$ cat src/rtl/instruction_fetch.sv
// Fetch stage: owns the fetch PC, issues word reads on the instruction bus and
// buffers fetched {pc, word} pairs in a small FIFO drained over valid/ready.
module instruction_fetch #(
    parameter logic [31:0] RESET_ADDRESS = 32'h0000_0000,
    parameter int          DEPTH         = 2
) (
    input  logic        clk,
    input  logic        reset,
    output logic        bus_valid,
    input  logic        bus_ready,
    output logic [31:0] bus_address,
    output logic [3:0]  bus_wstrobe,
    output logic [31:0] bus_wdata,
    input  logic [31:0] bus_rdata,
    input  logic        redirect_valid,
    input  logic [31:0] redirect_address,
    output logic        instr_valid,
    input  logic        instr_ready,
    output logic [31:0] instr_data,
    output logic [31:0] instr_pc
);
    localparam int PTR_W = $clog2(DEPTH);
    localparam int CNT_W = PTR_W + 1;
    localparam logic [CNT_W-1:0] FULL = CNT_W'(DEPTH);

    typedef enum logic [1:0] {
        WAIT,
        FETCH,
        FLUSH
    } state_t;

    state_t           state;
    logic [31:0]      fetch_pc;
    logic [31:0]      flush_address;
    logic [31:0]      fifo_pc   [DEPTH];
    logic [31:0]      fifo_word [DEPTH];
    logic [PTR_W-1:0] rd_ptr;
    logic [PTR_W-1:0] wr_ptr;
    logic [CNT_W-1:0] count;
    logic [CNT_W-1:0] count_next;
    logic             push;
    logic             pop;
    logic             redirect_unused_bits;

    assign redirect_unused_bits = ^redirect_address[1:0];

    assign push       = (state == FETCH) && bus_ready && !redirect_valid;
    assign pop        = instr_valid && instr_ready;
    assign count_next = count + CNT_W'(push) - CNT_W'(pop);

    assign bus_valid   = (state != WAIT);
    assign bus_address = (state == FLUSH) ? flush_address : fetch_pc;
    assign bus_wstrobe = 4'b0000;
    assign bus_wdata   = 32'h0000_0000;

    // An empty FIFO presents zeros so the head never exposes unwritten storage.
    assign instr_valid = (count != '0);
    assign instr_data  = instr_valid ? fifo_word[rd_ptr] : 32'h0000_0000;
    assign instr_pc    = instr_valid ? fifo_pc[rd_ptr]   : 32'h0000_0000;

    always_ff @(posedge clk) begin
        if (reset) begin
            state         <= WAIT;
            fetch_pc      <= RESET_ADDRESS;
            flush_address <= RESET_ADDRESS;
            rd_ptr        <= '0;
            wr_ptr        <= '0;
            count         <= '0;
        end else if (redirect_valid) begin
            rd_ptr   <= '0;
            wr_ptr   <= '0;
            count    <= '0;
            fetch_pc <= {redirect_address[31:2], 2'b00};
            case (state)
                FETCH: begin
                    // A stalled request cannot be withdrawn: finish it at the old address.
                    if (!bus_ready) begin
                        state         <= FLUSH;
                        flush_address <= fetch_pc;
                    end else begin
                        state <= FETCH;
                    end
                end
                FLUSH:   state <= bus_ready ? FETCH : FLUSH;
                default: state <= FETCH;
            endcase
        end else begin
            count <= count_next;
            if (push) begin
                wr_ptr   <= wr_ptr + PTR_W'(1);
                fetch_pc <= fetch_pc + 32'd4;
            end
            if (pop) begin
                rd_ptr <= rd_ptr + PTR_W'(1);
            end
            case (state)
                WAIT: begin
                    if (count < FULL) begin
                        state <= FETCH;
                    end
                end
                FETCH: begin
                    if (bus_ready) begin
                        state <= (count_next < FULL) ? FETCH : WAIT;
                    end
                end
                FLUSH: begin
                    if (bus_ready) begin
                        state <= FETCH;
                    end
                end
                default: state <= WAIT;
            endcase
        end
    end

    always_ff @(posedge clk) begin
        if (push) begin
            fifo_pc[wr_ptr]   <= fetch_pc;
            fifo_word[wr_ptr] <= bus_rdata;
        end
    end

endmodule
$ cat config.mk
export PLATFORM = sky130hd
export DESIGN_NAME = instruction_fetch
export DESIGN_NICKNAME = d
export VERILOG_FILES = /design/src/rtl/instruction_fetch.sv
export SDC_FILE = /design/constraint.sdc
export NUM_CORES = 1
export LEC_CHECK = 0
export CAP_MARGIN = 10
export CORE_MARGIN = 1
export CORE_UTILIZATION = 54
export DETAILED_ROUTE_END_ITERATION = 10
export GPL_ROUTABILITY_DRIVEN = 0
export PLACE_DENSITY = 0.86
export SETUP_SLACK_MARGIN = 0.3
export SLEW_MARGIN = 20
export SYNTH_ARGS = -nofsm -noshare
export SYNTH_HDL_FRONTEND = slang
export SYNTH_SLANG_ARGS = --single-unit
export TNS_END_PERCENT = 30
$ cat constraint.sdc
create_clock -name clk -period 7.78 [get_ports clk]
set_input_delay 1.167 -clock clk [delete_from_list [all_inputs] [get_ports clk]]
set_output_delay 1.167 -clock clk [all_outputs]
set_load 0.03 [all_outputs]
Word level (Yosys, flattened, before mapping)
Memories as Yosys holds them, arrays and structs flattened. A register that Yosys moved wholly into a read port is not among the register bits.
Index checks and enable logic that the tools add are counted.
{"block": "totals", "regBits": 70, "ramBits": 128, "inputBits": 69, "wordCells": 53, "n_memories": 2}
{"memory": "fifo_pc", "words": 2, "width": 32, "read_ports": 1, "rd_ports_with_merged_regs": 1, "write_ports": 1, "line": "35", "source": "logic [31:0] fifo_pc [DEPTH];"}
{"memory": "fifo_word", "words": 2, "width": 32, "read_ports": 1, "rd_ports_with_merged_regs": 1, "write_ports": 1, "line": "36", "source": "logic [31:0] fifo_word [DEPTH];"}
{"block": "classes", "addsub": 5, "magnitude_cmp": 2, "n_eq_ne": 5, "n_mux": 19, "n_bitwise": 1, "reduce_logical": 12}
{"cell": "$mux W32", "n": 5}
{"cell": "$add A32 B3 Y32 const B", "n": 1}
{"cell": "$mux W2", "n": 6}
{"cell": "$ne A3 B3 Y1 const B", "n": 3}
{"cell": "$mux W1", "n": 7}
{"cell": "$pmux W2 S3", "n": 1}
{"cell": "$reduce_and A3 Y1", "n": 2}
{"cell": "$reduce_bool A2 Y1", "n": 3}
{"cell": "$lt A2 B2 Y1 const B", "n": 2}
{"cell": "$reduce_or A2 Y1", "n": 2}
{"cell": "$logic_and A1 B1 Y1", "n": 3}
{"cell": "$add A1 B1 Y1 const B", "n": 2}
{"cell": "$add A2 B1 Y2", "n": 1}
{"cell": "$eq A2 B1 Y1 const B", "n": 1}
{"cell": "$eq A2 B2 Y1 const B", "n": 1}
{"cell": "$logic_not A2 Y1", "n": 1}
{"cell": "$sub A2 B1 Y2", "n": 1}
{"cell": "$logic_not A1 Y1", "n": 1}
{"cell": "$not A1 Y1", "n": 1}

Depth between registers and ports, before layout
{"block": "logic_depth", "ltp_word": 10, "ltp_mapped": 11, "mapped_depth_nobuf": 10}

Worst setup path after synthesis
OpenSTA, ideal clock, no wires.
{"block": "synth_timing", "path_type": "input to register", "from": "in bus_ready", "to": "mem fifo_pc[0][10] (enable)", "setup_time_ns": 0.482, "arrival_time_ns": 4.128, "required_time_ns": 7.298, "setup_slack_ns": 3.169, "path_stages": 3, "path_cell_list": "buf_2 > nand3_1 > nor2_1"}
{"block": "synth_between", "elab_chain_cells": 4}
{"item": "start, declared", "line": "10", "source": "input logic bus_ready,"}
{"item": "$logic_and A1 B1 Y1 (2 in a row)", "line": "47", "source": "assign push = (state == FETCH) && bus_ready && !redirect_valid;"}
{"item": "$mux W1", "line": "118", "source": "if (push) begin"}
{"item": "$mux W1 (not written as such)", "line": "119", "source": "fifo_pc[wr_ptr] <= fetch_pc;"}
{"item": "end, declared", "line": "35"}
No other way between the ends.

Worst setup path after layout
{"block": "layout_timing", "from": "reg state[0]", "to": "out bus_address[15]"}
{"block": "layout_between", "elab_chain_cells": 2}
{"item": "start, declared", "line": "32", "source": "state_t state;"}
{"item": "start signal, assigned", "line": "84", "source": "FLUSH: state <= bus_ready ? FETCH : FLUSH;"}
{"item": "start signal, assigned", "line": "104", "source": "state <= (count_next < FULL) ? FETCH : WAIT;"}
{"item": "$eq A2 B2 Y1", "line": "52", "source": "assign bus_address = (state == FLUSH) ? flush_address : fetch_pc;"}
{"item": "$mux W32", "line": "52"}
{"item": "end, declared", "line": "11", "source": "output logic [31:0] bus_address,"}
No other way between the ends.

==> impl_summary.md <==
Synth
The dominant synthesized flop cell is edfxtp_1. During synthesis, Yosys emitted a total of 0 warnings. Yosys mapped a number of flops with a built-in enable equal to 124. Synthesis handed over a netlist of 751 instances. After synthesis the netlist holds a flip-flop and latch count of 191. The fraction of synthesis flops using an asynchronous set or reset pin is 0%.

The area of the mapped netlist is 8540 µm². After synthesis, flip-flops and latches occupy 59.3% of the total area. After synthesis, the mean cell area works out to 11.4 µm². The unique cell type count in the Yosys netlist is 56.

Global routing
The first-pass GRT wire length is 29,300 µm. For this run the aggregate overflow at the end of global routing stands at 0. The total track usage is 23.4%.

The largest net degree at the start of global routing is 64. The initial antenna violation count was 0. The number of global-route vias before repair is 5,671.

Critical path
The maximum cell stage delay along the critical path is 0.60 ns. The startpoint identified for the worst register-to-register timing path is count[1]. The endpoint class of the critical path is an output port.

The critical path goes through inv_1 -> ha_1 -> buf_4 -> mux2_2 -> clkdlybuf4s50_1. The kind of start point of the critical path is a register. The worst setup path is of the register to output port kind. The critical path buffer and inverter count is 3. The slowest stage cell on the critical path is clkdlybuf4s50_1.

For flop-to-flop paths, the worst setup slack is 4.89 ns. The family with the most delay on the worst path is buffers and inverters. The largest fanout of any net on the critical path is 24.

Data on the critical path arrives at its endpoint at 2.79 ns. The launching instance or port of the critical path is state[0]. The required time of the critical path is 6.61 ns.

Floorplan
The floorplan has 45 rows. The initial standard-cell utilization of the core is 55.7%. The die width is 128 µm. In this run the vertical extent of the chip is 128 µm. The total area inside the core boundary comes to 15,300 µm².

During I/O placement, the number of pins put on the boundary was 203. The floorplan step defined a die boundary enclosing 16,300 µm².

Cells and area
From synthesis to final layout, the design area changed by 26.6%. Leaving out filler cells and counting taps, the final layout contains 1,117. The ratio of cells with drive above 1 in the final layout is 8.83%.

The final-layout fill cell count is 1,109. The number of antenna diodes in the final layout is 0. The final design instance area without fill is 10,800 µm².

The net count of the finished layout is 969.

STA
The post-route clock skew is 0.00890 ns. The accumulated negative setup slack is 0 ns. The count of endpoints failing hold in the final timing report came to 0.

The setup-violating endpoint count in the final report is 0. Of the available clock period, the critical path in the final layout requires 50.8%. Setup repair after global routing left no endpoint under its margin. The final number of max-transition violations is 0. The transition at the pin with the smallest max-transition slack is 0.861 ns.

Measured against its own limit, the worst slew margin works out to 42.6%. The final critical delay including setup and external delays is 3.95 ns. Static timing analysis puts the maximum clock frequency at 253 MHz.

Routing
The number of DRC markers in iteration 0 is 596. The total via count in the routed design is 6,161. The routed wirelength normalized by instance count is 17.1 µm. The number of routed nets with antenna violations is 0. Wires add up to 19,100 µm. The routed via count divided by cell count is 5.52.

The DRC violation count after routing is 0. The number of detailed-routing iterations run before antenna repair is 6.

Clocking
The clock passes through at most 2 buffers. The clock latency at the later pin of the worst-skew pair is 0.42 ns. In this run the post-CTS setup repair buffer count came out at 0. The sink count of the clock tree is 191. The buffer type at the clock tree root is clkbuf_16. After clock tree synthesis, the flow added hold-fix buffers numbering 0. The post-cts sizing count is 0. The CTS tree is built. The number of levels the H-tree was split into is 4. The number of buffers added by the clock tree synthesis step is 17.

Clock-pin slew was measured on the worst setup and hold paths at 0.07 ns.

Placement
The instance area at placement is 10,200 µm². After legalization and detailed placement, the total HPWL measured 11,900 µm. Input and output buffers added on the ports amount to 160. In this run, placement finished with an instance count of 1,084.

Power
The largest voltage drop on the vdd net is 170 µV. Dividing total power by cell area gives a power density of 211 nW/µm². The leakage power total is 0.00357 µW.

Job
Across the run, the number of max-cap violations was 0.

Min path
The worst hold path class is register to register. The startpoint of the worst hold path is flush_address[23].

Outcome
The run finished with clean final reports.
-- layer usage --
layer  vias up  global-route usage (%)  wire, µm
li1       2916                       -         -
met1      2898                    30.7      8120
met2       302                    38.4      9210
met3        45                    4.13      1200
met4         0                    10.2       589
met5         -                       0         0
-- layout make-up --
class	count	area, µm²	area share [%]
inverters	13	48.8	0.451
well taps	211	264	2.44
repair buffers	170	1700	15.7
multi-input cells	500	3120	28.8
flip-flops and latches	191	5070	46.9
clock buffers	20	447	4.13
clock inverters	12	169	1.56
-- layout by cell type (no fill, tap or decap), drive strengths merged, types with 8 or more instances in the layout --
cell / n
nand2: 90
edfxtp: 124
nor3: 10
buf: 11
mux2i: 62
clkdlybuf4s50: 159
and3: 9
inv: 12
nor4: 9
o21ai: 11
a311oi: 10
dfxtp: 67
a21oi: 36
clkbuf: 20
mux2: 26
xnor2: 8
nor2: 90
conb: 40
nand3: 18
-- tightest hold or removal path, delay by kind of cell (launching register included) --
family	cells	cell delay, ns
AO/OA/AOI/OAI	1	0.05
flip-flops	1	0.31
AND/OR/NAND/NOR	1	0.05
-- power breakdown --
group	switching (µW)	internal (µW)	total, µW
Clock	364	544	908
Combinational	136	95.5	232
Sequential	33.0	1110	1140
-- Yosys cell counts (all sizes together) (2+ instances only) --
cell type	instances	area [µm²]
mux2i	62	621
a31oi	4	25.0
edfxtp	124	3720
o31ai	5	37.5
and4	3	26.3
clkbuf	34	128
nor3b	2	15.0
o221a	2	22.5
xnor2	8	70.1
o21ai	11	55.1
a21oi	36	180
o31a	4	35.0
nor2b	2	12.5
or2	2	12.5
or3	5	31.3
or4	7	56.3
ha	7	87.6
nor2	90	338
nor4b	2	17.5
nand2	90	338
and3	9	57.6
mux2	26	293
nor3	10	50.1
dfxtp	67	1340
a211oi	7	52.6
xor2	2	17.5
o41ai	3	26.3
inv	12	45.0
a311oi	10	87.6
and2	2	12.5
nand4	6	52.6
nand3	18	100
a2111oi	3	32.5
nor4	9	56.3
buf	52	352
nand4b	2	17.5
-- sequential cells by signal, summed over array words and instances, names as in the netlist, named ones only --
signal	count
rd_ptr	1
wr_ptr	1
fifo_pc	60
flush_address	30
fetch_pc	30
state	2
fifo_word	64
count	2
-- path summary, 6_finish.rpt --
check	endpoint	cells after the start
min	flush_address[23]	2
max reg2reg	state[0]	11
max	bus_address[15]	5
min reg2reg	flush_address[23]	2
-- cell families (layout without fill, tap and decap cells) --
family	after synthesis	in the layout	share of synthesized area (%)
AND/OR/NAND/NOR	261	261	14.1
flip-flops	191	191	59.3
buffers and inverters	99	215	6.19
AO/OA/AOI/OAI	93	93	7.27
multiplexers	88	88	10.7
XOR/XNOR	11	11	1.29
adder cells (fa/ha/maj)	7	7	1.03
other	1	40	0.0439
-- per-stage QoR --
step	hold slack (ns)	total power, µW	util [%]	setup slack, ns
3_5_place_dp	0.447	1390	66.4	4.00
6_report	0.454	2280	70.6	3.83
5_1_grt	0.469	2350	70.6	3.71
3_3_place_gp	0.438	1380	66.3	4.03
2_1_floorplan	0.420	1300	-	3.17
4_1_cts	0.456	2280	70.4	3.83
Power figures use the tool's default switching activity.
